$ cat src/rtl/fir_dec_buffer_if.sv
// rtl/fir_dec_buffer_if.sv - sample stream, decimation control and FIFO status bundle
interface fir_dec_buffer_if #(
  parameter int NB    = 9,
  parameter int DEPTH = 8
);
  localparam int LW = $clog2(DEPTH) + 1;

  logic [NB-1:0] din;
  logic          vin;
  logic [2:0]    dec;
  logic          rdy;
  logic [NB-1:0] dout;
  logic          vout;
  logic [LW-1:0] level;
  logic          ovf;

  modport master (
    output din, vin, dec, rdy,
    input  dout, vout, level, ovf
  );

  modport slave (
    input  din, vin, dec, rdy,
    output dout, vout, level, ovf
  );
endinterface

$ cat src/rtl/fir_dec_buffer.sv
// rtl/fir_dec_buffer.sv - keep every (dec+1)-th valid filter sample and buffer it in a FIFO
module fir_dec_buffer #(
  parameter int NB    = 9,
  parameter int DEPTH = 8
) (
  input  logic            clk_i,
  input  logic            rst_ni,
  fir_dec_buffer_if.slave bus
);
  localparam int AW = $clog2(DEPTH);
  localparam int LW = AW + 1;

  logic [2:0]    phase_q, phase_d;
  logic [AW-1:0] wr_ptr_q, wr_ptr_d;
  logic [AW-1:0] rd_ptr_q, rd_ptr_d;
  logic [LW-1:0] level_q, level_d;
  logic          ovf_q, ovf_d;
  logic [NB-1:0] mem_q [DEPTH];

  logic empty;
  logic full;
  logic keep;
  logic pop;
  logic push;

  always_comb begin
    empty = (level_q == '0);
    full  = (level_q == LW'(DEPTH));
    pop   = !empty && bus.rdy;
    keep  = bus.vin && (phase_q == 3'd0);
    // A full FIFO still accepts a sample when the head leaves in the same cycle.
    push  = keep && (!full || pop);
  end

  always_comb begin
    phase_d = phase_q;
    if (bus.vin) begin
      phase_d = (phase_q >= bus.dec) ? 3'd0 : phase_q + 3'd1;
    end
  end

  always_comb begin
    wr_ptr_d = wr_ptr_q;
    rd_ptr_d = rd_ptr_q;
    level_d  = level_q;
    if (push) begin
      wr_ptr_d = wr_ptr_q + AW'(1);
    end
    if (pop) begin
      rd_ptr_d = rd_ptr_q + AW'(1);
    end
    case ({push, pop})
      2'b10:   level_d = level_q + LW'(1);
      2'b01:   level_d = level_q - LW'(1);
      default: level_d = level_q;
    endcase
  end

  always_comb begin
    ovf_d = ovf_q;
    if (keep && full && !pop) begin
      ovf_d = 1'b1;
    end
  end

  always_ff @(posedge clk_i) begin
    if (!rst_ni) begin
      phase_q  <= 3'd0;
      wr_ptr_q <= '0;
      rd_ptr_q <= '0;
      level_q  <= '0;
      ovf_q    <= 1'b0;
    end else begin
      phase_q  <= phase_d;
      wr_ptr_q <= wr_ptr_d;
      rd_ptr_q <= rd_ptr_d;
      level_q  <= level_d;
      ovf_q    <= ovf_d;
    end
  end

  // Storage is not reset; only the pointers and level define what is valid.
  always_ff @(posedge clk_i) begin
    if (rst_ni && push) begin
      mem_q[wr_ptr_q] <= bus.din;
    end
  end

  assign bus.vout  = !empty;
  assign bus.dout  = empty ? '0 : mem_q[rd_ptr_q];
  assign bus.level = level_q;
  assign bus.ovf   = ovf_q;
endmodule

$ cat src/flat_wrapper.sv
// flat-port wrapper written by rule: the top's interface ports become plain ports
module fir_dec_buffer_flat 
#(
  parameter int NB    = 9,
  parameter int DEPTH = 8
)
  (clk_i, rst_ni, bus_din, bus_vin, bus_dec, bus_rdy, bus_dout, bus_vout, bus_level, bus_ovf);
  fir_dec_buffer_if #(.NB(NB), .DEPTH(DEPTH)) bus_i ();
  input  logic clk_i;
  input  logic rst_ni;
  input wire logic [$bits(bus_i.din)-1:0] bus_din;
  input wire logic [$bits(bus_i.vin)-1:0] bus_vin;
  input wire logic [$bits(bus_i.dec)-1:0] bus_dec;
  input wire logic [$bits(bus_i.rdy)-1:0] bus_rdy;
  output wire logic [$bits(bus_i.dout)-1:0] bus_dout;
  output wire logic [$bits(bus_i.vout)-1:0] bus_vout;
  output wire logic [$bits(bus_i.level)-1:0] bus_level;
  output wire logic [$bits(bus_i.ovf)-1:0] bus_ovf;
  assign bus_i.din = bus_din;
  assign bus_i.vin = bus_vin;
  assign bus_i.dec = bus_dec;
  assign bus_i.rdy = bus_rdy;
  assign bus_dout = bus_i.dout;
  assign bus_vout = bus_i.vout;
  assign bus_level = bus_i.level;
  assign bus_ovf = bus_i.ovf;
  fir_dec_buffer #(.NB(NB), .DEPTH(DEPTH)) u_core (.clk_i(clk_i), .rst_ni(rst_ni), .bus(bus_i));
endmodule
$ cat config.mk
export PLATFORM = sky130hd
export DESIGN_NAME = fir_dec_buffer_flat
export DESIGN_NICKNAME = d
export VERILOG_FILES = /design/src/rtl/fir_dec_buffer_if.sv /design/src/rtl/fir_dec_buffer.sv /design/src/flat_wrapper.sv
export SDC_FILE = /design/constraint.sdc
export NUM_CORES = 1
export LEC_CHECK = 0
export ABC_AREA = 0
export BUFFER_PORTS_ARGS = -buffer_cell sky130_fd_sc_hd__buf_4
export CELL_PAD_IN_SITES_DETAIL_PLACEMENT = 0
export CELL_PAD_IN_SITES_GLOBAL_PLACEMENT = 1
export CORE_MARGIN = 5
export CORE_UTILIZATION = 35
export CTS_BUF_LIST = sky130_fd_sc_hd__clkbuf_16
export CTS_CLUSTER_SIZE = 12
export DETAILED_ROUTE_END_ITERATION = 7
export HOLD_SLACK_MARGIN = 0.1
export PLACE_DENSITY_LB_ADDON = 0.05
export SLEW_MARGIN = 20
export SYNTH_ARGS = -nofsm -noshare
export SYNTH_HDL_FRONTEND = slang
export SYNTH_SLANG_ARGS = --single-unit
$ cat constraint.sdc
create_clock -name clk_i -period 2.6 [get_ports clk_i]
set_input_delay 0.52 -clock clk_i [delete_from_list [all_inputs] [get_ports clk_i]]
set_output_delay 0.52 -clock clk_i [all_outputs]
set_load 0.01 [all_outputs]
==> results.py <==
metrics = {
    "route": {
        "routedWlPerCell_um": 17.4,
        "wirelength_um": 7180,
        "viasPerCell": 4.79,
        "drc_errors": 0,
        "drt_iter0_drc": 94,
        "ant_nets": 0,
        "num_vias": 1975,
        "first_pass_iters": 3,
    },
    "grt": {
        "grt_pass1_vias": 2027,
        "grt_pass1_wl_um": 11400,
        "overflow": 0,
        "use_met1_pct": 16.0,
        "antenna_found_initial": 0,
        "gr-max-usage-layer": "met2",
        "grt_max_degree": 19,
        "use_met2_pct": 19.5,
        "use_met3_pct": 2.41,
        "grt_usage_pct": 12.0,
    },
    "finish": {
        "drive_gt1_share_pct": 29.0,
        "register_area_mm2": 0.00250,
        "final_cell_area_mm2": 0.00456,
        "nNetsFinal": 298,
        "layout_commonest_cell": "edfxtp_1",
        "syn_to_final_growth_pct": 22.8,
        "num_antenna_cells": 0,
        "layout_common_cells": "edfxtp_1, buf_4, nor2_1, dfxtp_1, mux2i_1",
        "fill_cells": 922,
        "multi_input_area_mm2": 0.00113,
    },
    "hold_path": {
        "holdCritPathClass": "input port to flop",
    },
    "clock_tree": {
        "numCtsBuffers": 9,
        "postCtsSetupRepairBufs": 0,
        "path_clk_slew_ns": 0.06,
        "htreeDepth": 3,
        "root_buffer": "clkbuf_16",
        "clkLatencyLatePin_ns": 0.33,
        "cts_tree": "built",
        "cts_buffer_depth": 2,
        "clock_sink_count": 89,
        "cts.repair.resized": 0,
        "cts_hold_buf": 0,
    },
    "sta": {
        "finalWorstSetupSlack_ns": 0.252,
        "finalMaxSlewViolations": 0,
        "setup_violations": 0,
        "slew_headroom_pct": 69.4,
        "timing.fmax_mhz": 426,
        "hold_viol_final": 0,
        "finalCritPeriodShare_pct": 90.3,
        "max_slew.worst_pin.slew_ns": 0.456,
        "fin_tns_setup_ns": 0,
        "min_period_ns": 2.35,
        "clock-skew-final_ns": 0.00666,
        "rsz0062_at_grt": "false",
    },
    "power_and_ir_drop": {
        "leakage_nw": 1.63,
        "total_power_mw": 4.37,
        "p_per_area_mw_per_mm2": 956,
        "irDropWorstVdd_mv": 0.547,
    },
    "critical_path": {
        "cp.arrival_ns": 1.83,
        "crit_required_ns": 2.08,
        "critPathKind": "flop to output port",
        "crit_path_end_kind": "output port",
        "cp_max_fo": 18,
        "startpoint_type": "flop",
    },
    "placed_design": {
        "io_buffers": 30,
        "dp.final_hpwl_um": 4540,
        "gp_congestion": 0.692,
        "placed_area_mm2": 0.00422,
        "place_ws_ns": 0.233,
    },
    "die": {
        "dieArea_mm2": 0.0128,
        "die_h_um": 113,
        "num_rows": 37,
        "initial_core_util_pct": 36.0,
        "die_w_um": 113,
        "io-pin-count": 31,
        "core_mm2": 0.0103,
    },
    "status": {
        "outcome": "completed",
    },
    "run": {
        "max_cap_viol_count": 0,
    },
    "logic_synthesis": {
        "synth_nets": 246,
        "ys_types": 33,
        "synth.ff_latch_count": 89,
        "seq_area_frac_synth_pct": 67.3,
        "syn-cell-area_mm2": 0.00372,
        "avgSynthCellArea_um2": 16.9,
        "synth-warning-count": 0,
        "netlist_instances": 220,
    },
}
-- layer usage --
| layer | vias to the layer above | share of wire, % |
|---|---|---|
| li1 | 959 | - |
| met1 | 977 | 47 |
| met2 | 30 | 49 |
| met3 | 9 | 2.8 |
| met4 | 0 | 1.5 |
| met5 | - | 0 |
-- where the power goes --
part	switching (mW)	leakage, nW	total [mW]	internal [mW]
clock	0.533	0.163	1.47	0.941
combinational	0.601	0.675	1.23	0.625
sequential	0.0477	0.788	1.67	1.62
total	1.18	1.63	4.37	3.18
-- cell type report --
cell class	count	area share (%)
multi-input combinational	114	24.8
timing repair buffer	50	8.50
tap	136	3.73
sequential	89	54.8
clock inverter	6	2.52
inverter	8	0.658
clock buffer	9	4.93
-- worst paths after layout --
| path | from | endpoint | slack, ns | cells after the start |
|---|---|---|---|---|
| setup reg to reg | u_core.phase_q[0] | u_core.bus.level[2] | 0.33 | 12 |
| hold / removal | bus_din[8] | u_core.mem_q[7][8] | 0.42 | 1 |
| hold reg to reg | u_core.bus.ovf | u_core.bus.ovf | 0.48 | 1 |
| setup / recovery | flop | bus_dout[5] | 0.25 | 5 |
-- synthesized netlist by cell type --
cell	count	share of area [%]
nand2b_1	6	1.0
buf_4	2	0.40
mux4_1	8	5.7
ha_1	10	3.4
clkbuf_2	1	0.13
edfxtp_1	72	58
nor2_1	20	2.0
buf_2	2	0.27
nor3_1	5	0.67
mux2i_1	14	3.8
clkbuf_1	2	0.20
or3_1	2	0.34
a31oi_4	1	0.57
o21a_1	1	0.20
nor4_1	3	0.51
nor4_2	1	0.34
a21o_1	1	0.20
a21oi_1	5	0.67
xor2_1	4	0.94
nand2_1	5	0.51
a31oi_1	3	0.51
nand4b_1	1	0.24
nand3_1	5	0.67
dfxtp_1	17	9.2
nand3b_1	2	0.40
buf_6	1	0.30
mux4_2	10	6.1
o21ai_0	1	0.13
o32ai_1	1	0.24
nor2b_1	3	0.51
xnor2_1	2	0.47
buf_12	1	0.54
inv_1	8	0.81
-- critical path: stages, from the launching register on --
cell and delay [ns]:
dfxtp_1 0.35, buf_12 0.19, mux4_1 0.56, mux2i_1 0.18, nor2_1 0.06, buf_4 0.14
-- cell families (layout without fill, tap and decap cells) --
family                   count (synthesis)  in the layout  share of synthesized area (%)
AO/OA/AOI/OAI                           13             13                           2.53
XOR/XNOR                                 6              6                           1.41
adder cells (fa/ha/maj)                 10             10                           3.37
buffers and inverters                   17             73                           2.66
flip-flops                              89             89                           67.3
multiplexers                            32             32                           15.5
AND/OR/NAND/NOR                         53             53                           7.21
-- registers in the layout, summed over array words and instances (netlist names), named ones only --
register	flops
u_core.wr_ptr_q	3
u_core.mem_q	72
u_core.bus.level	4
u_core.rd_ptr_q	3
u_core.phase_q	3
u_core.bus.ovf	1
-- through the flow --
stage / utilization, % / std cells / hold slack [ns]
2_1_floorplan: - / 220 / 0.467
3_3_place_gp: 40.9 / 397 / 0.452
3_5_place_dp: 40.9 / 397 / 0.455
4_1_cts: 44.2 / 412 / 0.408
5_1_grt: 44.2 / 412 / 0.414
6_report: 44.2 / 412 / 0.419
Note: power is estimated with default switching activity, not from simulation.
